`config.mk`:
```
export PLATFORM = sky130hd
export DESIGN_NAME = load_store_unit
export DESIGN_NICKNAME = d
export VERILOG_FILES = /design/src/rtl/toothless_pkg.sv /design/src/rtl/lsu_align.sv /design/src/rtl/load_store_unit.sv
export SDC_FILE = /design/constraint.sdc
export NUM_CORES = 1
export LEC_CHECK = 0
export CAP_MARGIN = 40
export CORE_ASPECT_RATIO = 2
export CORE_MARGIN = 2
export CORE_UTILIZATION = 41
export CTS_CLUSTER_DIAMETER = 150
export DETAILED_ROUTE_END_ITERATION = 10
export PLACE_DENSITY_LB_ADDON = 0.25
export SLEW_MARGIN = 40
export SYNTH_ARGS = -nofsm -noshare
export SYNTH_HDL_FRONTEND = slang
export SYNTH_SLANG_ARGS = --single-unit
```
`constraint.sdc`:
```
create_clock -name clk -period 2.17 [get_ports clk]
set_input_delay 0.217 -clock clk [delete_from_list [all_inputs] [get_ports clk]]
set_output_delay 0.217 -clock clk [all_outputs]
set_load 0.01 [all_outputs]
```
`src/rtl/toothless_pkg.sv`:
```
// Shared definitions for the load/store path.
//   lsu_state_e     : load/store unit FSM states
//   DATA_TYPE_*     : 2-bit access-size codes shared with the decoder
//   lsu_req_legal() : true when a size/offset pair can be issued to memory
package toothless_pkg;

  localparam int DATA_WIDTH_DEF = 32;

  localparam logic [1:0] DATA_TYPE_BYTE    = 2'b00;
  localparam logic [1:0] DATA_TYPE_HALF    = 2'b01;
  localparam logic [1:0] DATA_TYPE_WORD    = 2'b10;
  localparam logic [1:0] DATA_TYPE_INVALID = 2'b11;

  typedef enum logic [1:0] {
    LSU_IDLE        = 2'd0,
    LSU_WAIT_GNT    = 2'd1,
    LSU_WAIT_RVALID = 2'd2
  } lsu_state_e;

  // Halves must sit on even addresses, words on multiples of four.
  function automatic logic lsu_req_legal(input logic [1:0] data_type,
                                         input logic [1:0] byte_off);
    logic legal;
    legal = 1'b0;
    case (data_type)
      DATA_TYPE_BYTE: legal = 1'b1;
      DATA_TYPE_HALF: legal = ~byte_off[0];
      DATA_TYPE_WORD: legal = (byte_off == 2'b00);
      default:        legal = 1'b0;
    endcase
    return legal;
  endfunction

endpackage

```
`src/rtl/lsu_align.sv`:
```
// Combinational lane handling for the load/store unit.
//   Store side: i_st_type/i_st_off/i_st_wdata -> o_be (byte enables) and
//               o_wdata (store data replicated across every lane it may hit).
//   Load side : i_ld_type/i_ld_off/i_ld_sign/i_ld_rdata -> o_ld_data, the
//               addressed byte/half shifted to bit 0 and sign/zero extended.
module lsu_align
  import toothless_pkg::*;
(
  input  logic [1:0]  i_st_type,
  input  logic [1:0]  i_st_off,
  input  logic [31:0] i_st_wdata,
  output logic [3:0]  o_be,
  output logic [31:0] o_wdata,
  input  logic [1:0]  i_ld_type,
  input  logic [1:0]  i_ld_off,
  input  logic        i_ld_sign,
  input  logic [31:0] i_ld_rdata,
  output logic [31:0] o_ld_data
);

  logic [31:0] w_shifted;

  always_comb begin
    o_be    = 4'b0000;
    o_wdata = 32'h0;
    case (i_st_type)
      DATA_TYPE_BYTE: begin
        o_be    = 4'b0001 << i_st_off;
        o_wdata = {4{i_st_wdata[7:0]}};
      end
      DATA_TYPE_HALF: begin
        o_be    = 4'b0011 << i_st_off;
        o_wdata = {2{i_st_wdata[15:0]}};
      end
      DATA_TYPE_WORD: begin
        o_be    = 4'b1111;
        o_wdata = i_st_wdata;
      end
      default: begin
        o_be    = 4'b0000;
        o_wdata = 32'h0;
      end
    endcase
  end

  // Bring the addressed byte to lane 0 before masking/extension.
  assign w_shifted = i_ld_rdata >> {i_ld_off, 3'b000};

  always_comb begin
    o_ld_data = w_shifted;
    case (i_ld_type)
      DATA_TYPE_BYTE: o_ld_data = {{24{i_ld_sign & w_shifted[7]}},  w_shifted[7:0]};
      DATA_TYPE_HALF: o_ld_data = {{16{i_ld_sign & w_shifted[15]}}, w_shifted[15:0]};
      default:        o_ld_data = w_shifted;
    endcase
  end

endmodule

```
`src/rtl/load_store_unit.sv`:
```
// Load/store unit: runs one data-memory transfer at a time over a
// req/gnt/rvalid handshake and returns aligned, extended load data.
//   clk, rst (sync, active-high)
//   lsu_req_i/we/type/sign_ext/addr/wdata : request from the decode/ALU stage
//   lsu_rdata_o, lsu_done_o, lsu_err_o, lsu_busy_o : result/status to the core
//   data_* : data-memory bus
//   lsu_state_o : current FSM state, for debug/observation
//
// Handshake: data_req_o is held high, with addr/we/be/wdata stable, from the
// cycle after the request is accepted until the cycle data_gnt_i is seen high;
// the transfer then completes on the first data_rvalid_i, and lsu_done_o
// pulses in the following cycle. gnt/rvalid arriving in any other state are
// ignored.
module load_store_unit
  import toothless_pkg::*;
#(
  parameter int DATA_WIDTH = 32
) (
  input  logic                  clk,
  input  logic                  rst,
  input  logic                  lsu_req_i,
  input  logic                  lsu_we_i,
  input  logic [1:0]            lsu_type_i,
  input  logic                  lsu_sign_ext_i,
  input  logic [DATA_WIDTH-1:0] lsu_addr_i,
  input  logic [DATA_WIDTH-1:0] lsu_wdata_i,
  output logic [DATA_WIDTH-1:0] lsu_rdata_o,
  output logic                  lsu_done_o,
  output logic                  lsu_err_o,
  output logic                  lsu_busy_o,
  output logic                  data_req_o,
  input  logic                  data_gnt_i,
  input  logic                  data_rvalid_i,
  output logic [DATA_WIDTH-1:0] data_addr_o,
  output logic                  data_we_o,
  output logic [3:0]            data_be_o,
  output logic [DATA_WIDTH-1:0] data_wdata_o,
  input  logic [DATA_WIDTH-1:0] data_rdata_i,
  output lsu_state_e            lsu_state_o
);

  lsu_state_e            r_state;
  lsu_state_e            w_state_nxt;
  logic                  w_accept;
  logic                  w_reject;
  logic                  w_complete;

  logic [DATA_WIDTH-1:0] r_addr;
  logic                  r_we;
  logic [1:0]            r_type;
  logic                  r_sign;
  logic [1:0]            r_off;
  logic [3:0]            r_be;
  logic [DATA_WIDTH-1:0] r_wdata;
  logic [DATA_WIDTH-1:0] r_rdata;
  logic                  r_done;
  logic                  r_err;

  logic [3:0]            w_be;
  logic [DATA_WIDTH-1:0] w_wdata;
  logic [DATA_WIDTH-1:0] w_ld_data;

  // Store lanes come from the live request (captured on accept); the load
  // extract uses the captured size/offset since it runs at response time.
  lsu_align u_align (
    .i_st_type  (lsu_type_i),
    .i_st_off   (lsu_addr_i[1:0]),
    .i_st_wdata (lsu_wdata_i),
    .o_be       (w_be),
    .o_wdata    (w_wdata),
    .i_ld_type  (r_type),
    .i_ld_off   (r_off),
    .i_ld_sign  (r_sign),
    .i_ld_rdata (data_rdata_i),
    .o_ld_data  (w_ld_data)
  );

  always_comb begin
    w_state_nxt = r_state;
    w_accept    = 1'b0;
    w_reject    = 1'b0;
    w_complete  = 1'b0;
    case (r_state)
      LSU_IDLE: begin
        if (lsu_req_i) begin
          if (lsu_req_legal(lsu_type_i, lsu_addr_i[1:0])) begin
            w_accept    = 1'b1;
            w_state_nxt = LSU_WAIT_GNT;
          end else begin
            w_reject    = 1'b1;
          end
        end
      end
      LSU_WAIT_GNT: begin
        if (data_gnt_i) begin
          w_state_nxt = LSU_WAIT_RVALID;
        end
      end
      LSU_WAIT_RVALID: begin
        if (data_rvalid_i) begin
          w_complete  = 1'b1;
          w_state_nxt = LSU_IDLE;
        end
      end
      default: begin
        w_state_nxt = LSU_IDLE;
      end
    endcase
  end

  always_ff @(posedge clk) begin
    if (rst) begin
      r_state <= LSU_IDLE;
      r_addr  <= '0;
      r_we    <= 1'b0;
      r_type  <= 2'b00;
      r_sign  <= 1'b0;
      r_off   <= 2'b00;
      r_be    <= 4'b0000;
      r_wdata <= '0;
      r_rdata <= '0;
      r_done  <= 1'b0;
      r_err   <= 1'b0;
    end else begin
      r_state <= w_state_nxt;
      r_done  <= w_complete;
      r_err   <= w_reject;
      if (w_accept) begin
        r_addr  <= {lsu_addr_i[DATA_WIDTH-1:2], 2'b00};
        r_we    <= lsu_we_i;
        r_type  <= lsu_type_i;
        r_sign  <= lsu_sign_ext_i;
        r_off   <= lsu_addr_i[1:0];
        r_be    <= w_be;
        r_wdata <= w_wdata;
      end
      // Stores report zero so the RF never sees stale bus data.
      if (w_complete) begin
        r_rdata <= r_we ? '0 : w_ld_data;
      end
    end
  end

  assign data_req_o   = (r_state == LSU_WAIT_GNT);
  assign data_addr_o  = r_addr;
  assign data_we_o    = r_we;
  assign data_be_o    = r_be;
  assign data_wdata_o = r_wdata;

  assign lsu_rdata_o  = r_rdata;
  assign lsu_done_o   = r_done;
  assign lsu_err_o    = r_err;
  // The completing transition lands in IDLE, so busy is already low while
  // done/err pulse.
  assign lsu_busy_o   = (r_state != LSU_IDLE);
  assign lsu_state_o  = r_state;

endmodule

```
==> results of run 1 <==
logic make-up after synthesis:
kind of cell	after synthesis	synth area share, %
buffers and inverters	44	4.57
other	1	0.0825
AOI/OAI and AO/OA	127	18.5
muxes	34	9.94
DFF	108	47.6
and+or+nand+nor	202	19.3
sequential cells by signal, indices dropped and copies added, names as in the netlist, 2 cells and up:
signal        cells
data_wdata_o     32
lsu_rdata_o      32
data_addr_o      30
data_be_o         4
lsu_state_o       2
r_off             2
r_type            2
Yosys cell counts:
library cell / count
dfxtp_1: 108
nand2_1: 98
nor2_1: 59
a21oi_1: 46
nor3_1: 32
a211oi_1: 25
clkbuf_1: 24
a22oi_1: 17
mux2i_1: 17
o21ai_0: 16
buf_2: 12
mux2_2: 9
a221oi_1: 8
mux4_2: 8
buf_4: 5
a221o_1: 4
a221o_2: 4
nor2b_1: 3
a211o_1: 1
a211oi_2: 1
a21o_1: 1
a2bb2oi_1: 1
and2b_1: 1
buf_6: 1
clkbuf_2: 1
clkinv_1: 1
conb_1: 1
nand2b_1: 1
nand3b_4: 1
nor2_2: 1
nor3b_4: 1
nor4_1: 1
nor4b_4: 1
o21ai_1: 1
o21ba_2: 1
o21bai_1: 1
or2_2: 1
or3_1: 1
or3b_1: 1
final cells by class:
type	instances	area, µm²
Multi-Input combinational cell	365	2200
Inverter	1	3.75
Clock inverter	6	71.3
Timing Repair Buffer	234	2310
Fill cell	907	3720
Sequential cell	108	2160
Tap cell	140	175
Clock buffer	10	239
layer usage:
metal	wire [µm]	part of all wire [%]
met3	920	6.1
met5	0	0
met1	5120	34
met4	643	4.3
met2	8300	55
through the flow:
| stage | std cells | util (%) |
|---|---|---|
| CTS | 864 | 65.8 |
| global route | 864 | 65.8 |
| finish | 864 | 65.8 |
| detailed placement | 848 | 63.0 |
| global placement | 848 | 62.9 |
| floorplan | 517 | - |
worst max path at each step:
stage          slack (ps)  cells past startpoint                        start                            end
6_report              400                      2  lsu_state_o[1]$_SDFFE_PP0P_                     data_req_o
5_1_grt               300                      5  lsu_state_o[1]$_SDFFE_PP0P_  data_wdata_o[23]$_SDFFE_PP0P_
4_1_cts               370                      2  lsu_state_o[1]$_SDFFE_PP0P_                     data_req_o
3_5_place_dp          140                      6             data_rdata_i[23]   lsu_rdata_o[28]$_SDFFE_PP0P_
3_3_place_gp           90                      5                lsu_type_i[1]  data_wdata_o[23]$_SDFFE_PP0P_
2_1_floorplan         440                      5        r_off[1]$_SDFFE_PP0P_   lsu_rdata_o[26]$_SDFFE_PP0P_
power groups by stage:
stage | registers [mW] | clock network (mW) | logic, mW
after floorplan | 2.20 | 0 | 0.337
after global placement | 2.17 | 0 | 0.858
after detailed placement | 2.17 | 0 | 0.871
after CTS | 2.13 | 1.71 | 0.878
after global routing | 2.14 | 1.79 | 0.939
final | 2.12 | 1.68 | 0.874
worst max-delay path: stages (launching register included):
cell and delay, ps:
dfxtp_1 380, and2b_1 260, clkdlybuf4s50_1 570
==> run_results.csv, run 1 <==
group,metric,value,unit
timing,rsz0062_at_grt,"no",
power_and_ir_drop,intPower,3.49,mW
cells_and_area,final_cell_mix,"clkdlybuf4s50_1 (208), dfxtp_1 (108), nand2_1 (98)",
clock_tree,cts_root_buffer,"clkbuf_16",
detailed_routing,via_per_inst,5.35,
clock_tree,cts_hold_buffers,0,
global_routing,grt_pass1_vias,4750,
global_routing,grt_util_met1,23.4,%
power_and_ir_drop,clkPwrFrac,36.0,%
synth,ys_seq_area_share,47.6,%
detailed_routing,wl_per_cell,17.3,µm
clock_tree,clock-sinks,108,
placed_design,dp_hpwl,11.2,mm
cells_and_area,stdcell_area,7160,µm²
cells_and_area,nNetsFinal,824,
min_path,min-delay-start,"rst",
clock_tree,cts_resized,0,
setup_path,crit_path_end_kind,"output pin",
floorplanning,ios,212,
power_and_ir_drop,p_leak,2.55,nW
floorplanning,die_h,153,µm
synth,synth-warning-count,0,
global_routing,grt_util_all_layers,24.7,%
cells_and_area,drive_above_1_share,9.94,%
placed_design,io_buffer_count,209,
floorplanning,rows,54,
setup_path,reg2reg_slack,410,ps
floorplanning,fp.dieW,78.4,µm
global_routing,antenna_found_initial,0,
detailed_routing,post-route-drc-count,0,
detailed_routing,totalWireLength,15.0,mm
power_and_ir_drop,finalPower,4.68,mW
setup_path,rr_worst_depth,5,
placed_design,dpl-instance-area,6850,µm²
placed_design,place_ws,143,ps
min_path,hold_path.class,"in2reg",
cells_and_area,area_growth,57.6,%
min_path,min_to,"lsu_rdata_o[13]$_SDFFE_PP0P_",
global_routing,grt_pass1_wl,23.4,mm
detailed_routing,route.vias.total,4626,
min_path,min_path_cells,4,
flow_run,cap_violations,0,
synth,netlist.area_leader.share,47.6,%
setup_path,arrival,1550,ps
clock_tree,clk_pin_slew,70,ps
power_and_ir_drop,vdd.ir_drop.worst,0.000534,V
synth,yosys.area.top_type,"dfxtp_1",
timing,slew_headroom,53.2,%
global_routing,use_met3,5.84,%
timing,finalHoldViolations,0,
timing,finalClockSkew,6.67,ps
floorplanning,core,10900,µm²
timing,setup_viol,0,
cells_and_area,final_common_cell,"clkdlybuf4s50_1",
cells_and_area,insertedDiodeCount,0,
clock_tree,clock_latency,340,ps
status,run_status,"finished, final reports clean",
setup_path,cp_max_fo,6,
detailed_routing,final_antenna_net_count,0,
power_and_ir_drop,p_seq_share,45.4,%
synth,synth.area.top_cells,"dfxtp_1 (48%), nand2_1 (8.1%), a21oi_1 (5.1%)",
clock_tree,post-cts-setup-buffers,0,
setup_path,worstReg2RegEnd,"data_wdata_o[18]$_SDFFE_PP0P_",
clock_tree,cts_buffer_depth,2,
global_routing,grt_max_degree,67,
global_routing,grt_overflow,0,
clock_tree,htree_levels,3,
power_and_ir_drop,p_comb_share,18.7,%
global_routing,grt_use_met2,47.5,%
synth,synth.distinct_cells,39,
timing,hold_ws,343,ps
timing,final_max_slew_viol_count,0,
floorplanning,die_area,12000,µm²
power_and_ir_drop,swShare,25.4,%
clock_tree,cts_tree,"built",
power_and_ir_drop,p_sw,1.19,mW
clock_tree,cts_buffers,9,
global_routing,top_usage_layer,"met2",
floorplanning,initial_core_util,41.8,%
timing,min_period,1770,ps
synth,syn_area,4540,µm²
synth,ys_ff_latch,108,
timing,worstMarginPinSlew,703,ps
timing,fin_crit_sh,81.4,%
synth,syn_inst,516,
synth,avgSynthCellArea,8.81,µm²
timing,setup-tns-final,0,ps
detailed_routing,drt_iter0_markers,144,
detailed_routing,detail_route.first_pass.iterations,5,
timing,worst_slack,403,ps
setup_path,crit-reg2reg-launch,"lsu_state_o[1]$_SDFFE_PP0P_",
timing,max_freq,566,MHz
setup_path,crit_type,"reg2out",
placed_design,gp_congestion,0.913,
setup_path,start_kind,"register",
power_and_ir_drop,p_per_area,654,nW/µm²
setup_path,worstPathRequired,1950,ps
(Power assumes the default switching activity.)
==> inputs of run 2 (changes only) <==
clock period = 1.77 ns   (was 2.17 ns; I/O delays follow)
==> run 2 against run 1 <==
Effect of this change: setup slack lost 360 ps; global-route usage grew 0.20 points; clock power grew 15%; hold slack gained 30 ps; clock skew grew 1.2 ps; final cell count grew 1.9%; wire length grew 1.7%; combinational power grew 27%; flip-flop and latch count is the same; count of clock-buffer cells in the layout shrank 1; critical path depth grew 3; first-iteration DRC count grew 19%; critical endpoint is now lsu_rdata_o[26]$_SDFFE_PP0P_; largest cell class unchanged; highest routed layer unchanged.
==> run_results.csv, run 2 (synthesis results as in run 1) <==
group,metric,value,unit
global_routing,grt_overflow,0,
clock_tree,cts_buffers,9,
detailed_routing,detail_route.first_pass.iterations,4,
global_routing,grt_pass1_wl,23.5,mm
setup_path,crit-reg2reg-launch,"r_off[1]$_SDFFE_PP0P_",
cells_and_area,final_common_cell,"clkdlybuf4s50_1",
timing,rsz0062_at_grt,"no",
min_path,min_to,"lsu_rdata_o[1]$_SDFFE_PP0P_",
detailed_routing,wl_per_cell,17.3,µm
timing,final_max_slew_viol_count,0,
status,run_status,"finished, final reports clean",
detailed_routing,totalWireLength,15.2,mm
detailed_routing,drt_iter0_markers,171,
global_routing,grt_util_all_layers,24.9,%
cells_and_area,nNetsFinal,841,
power_and_ir_drop,vdd.ir_drop.worst,0.000696,V
global_routing,grt_max_degree,66,
cells_and_area,ff_latch_area,2160,µm²
setup_path,cp_max_fo,8,
clock_tree,clock-sinks,108,
min_path,min-delay-start,"rst",
setup_path,worstPathRequired,1990,ps
floorplanning,die_area,12000,µm²
placed_design,dp_hpwl,11.5,mm
setup_path,crit_path_end_kind,"register",
timing,max_freq,579,MHz
timing,finalClockSkew,7.86,ps
floorplanning,ios,212,
cells_and_area,drive_above_1_share,12.3,%
setup_path,worstReg2RegEnd,"lsu_rdata_o[26]$_SDFFE_PP0P_",
timing,min_period,1730,ps
clock_tree,clock_latency,340,ps
placed_design,gp_congestion,0.934,
timing,setup_viol,0,
cells_and_area,fill_cells,862,
min_path,hold_path.class,"in2reg",
timing,hold_ws,373,ps
cells_and_area,final_util,67.1,%
setup_path,reg2reg_slack,40,ps
placed_design,dpl.cell_count,864,
setup_path,start_kind,"register",
global_routing,antenna_found_initial,1,
timing,fin_crit_sh,97.6,%
clock_tree,post-cts-setup-buffers,0,
timing,slew_headroom,54.7,%
setup_path,rr_worst_depth,5,
clock_tree,cts_buffer_depth,2,
global_routing,grt_pass1_vias,4768,
clock_tree,cts_tree,"built",
timing,finalHoldViolations,0,
floorplanning,die_h,153,µm
detailed_routing,post-route-drc-count,0,
cells_and_area,final_cell_count_no_fill,880,
floorplanning,fp.dieW,78.4,µm
detailed_routing,final_antenna_net_count,0,
timing,worstMarginPinSlew,680,ps
clock_tree,clk_pin_slew,70,ps
detailed_routing,route.vias.total,4678,
setup_path,crit_type,"reg2reg",
placed_design,io_buffer_count,209,
flow_run,cap_violations,0,
clock_tree,cts_root_buffer,"clkbuf_16",
power_and_ir_drop,p_leak,2.64,nW
clock_tree,htree_levels,3,
cells_and_area,final_cell_mix,"clkdlybuf4s50_1 (206), dfxtp_1 (107), nand2_1 (98)",
floorplanning,initial_core_util,41.8,%
cells_and_area,area_growth,60.6,%
setup_path,arrival,1950,ps
power_and_ir_drop,p_per_area,774,nW/µm²
setup_path,crit_chain,"mux4_2 -> o21ai_2 -> a211oi_2 -> buf_4 -> a221o_2",
setup_path,slowest_stage,"mux4_2",
floorplanning,rows,54,
min_path,min_path_cells,3,
power_and_ir_drop,finalPower,5.65,mW
cells_and_area,stdcell_area,7300,µm²
setup_path,cpPeakStageDelay,550,ps
detailed_routing,via_per_inst,5.32,
placed_design,dpl-instance-area,6960,µm²
cells_and_area,multi_input_area,2210,µm²
floorplanning,core,10900,µm²
## run 2: layout make-up
cell class              count  area share (%)
diodes                      1          0.0343
clock buffers               9            3.09
clock inverters             5           0.754
inverters                   1          0.0514
multi-input cells         365            30.3
flip-flops and latches    108            29.6
well taps                 140            2.40
repair buffers            251            33.7
## run 2: repair_timing
action | CTS | global route
hold endpoints to repair | 0 | 0
gates resized for setup | 3 | 6
cloned | 0 | 1
endpoints found under the setup margin | 4 | 26
hold buffers | 0 | 0
## run 2: metal layers
metal	routed length, µm	part of all wire, %	vias to the layer above	global-route usage, %
met5	0	0	-	0
met4	651	4.3	0	14.0
met3	926	6.1	32	6.49
met2	8510	56	190	46.8
met1	5150	34	2193	23.6
li1	-	-	2263	-
## run 2: power breakdown
part	internal [mW]	switching (mW)
logic	0.622	0.491
registers	2.54	0.0651
clock network	1.08	0.854
## run 2: worst max-delay path by stage
stage | start | end | slack (ps) | cells past startpoint
final | r_off[1]$_SDFFE_PP0P_ | lsu_rdata_o[26]$_SDFFE_PP0P_ | 40 | 5
after global routing | r_off[0]$_SDFFE_PP0P_ | lsu_rdata_o[17]$_SDFFE_PP0P_ | 4 | 5
after global placement | data_rdata_i[31] | lsu_rdata_o[31]$_SDFFE_PP0P_ | -170 | 6
after detailed placement | data_rdata_i[31] | lsu_rdata_o[26]$_SDFFE_PP0P_ | -210 | 6
after CTS | lsu_state_o[0]$_SDFFE_PP0P_ | lsu_rdata_o[9]$_SDFFE_PP0P_ | 30 | 5
after floorplan | r_off[1]$_SDFFE_PP0P_ | lsu_rdata_o[26]$_SDFFE_PP0P_ | 40 | 5
## run 2: worst max-delay path, delay by kind of cell, from the launching register on
| kind | cells | cell delay, ps |
|---|---|---|
| flip-flops | 1 | 360 |
| buffers and inverters | 1 | 180 |
| AO/OA/AOI/OAI | 3 | 530 |
| multiplexers | 1 | 550 |
## run 2: stage by stage
stage                     setup WS, ps  setup TNS, ps
after floorplan                   41.2              0
after global placement            -171          -9180
after detailed placement          -206         -11360
after CTS                         27.7              0
after global routing              3.79              0
final                             42.1              0
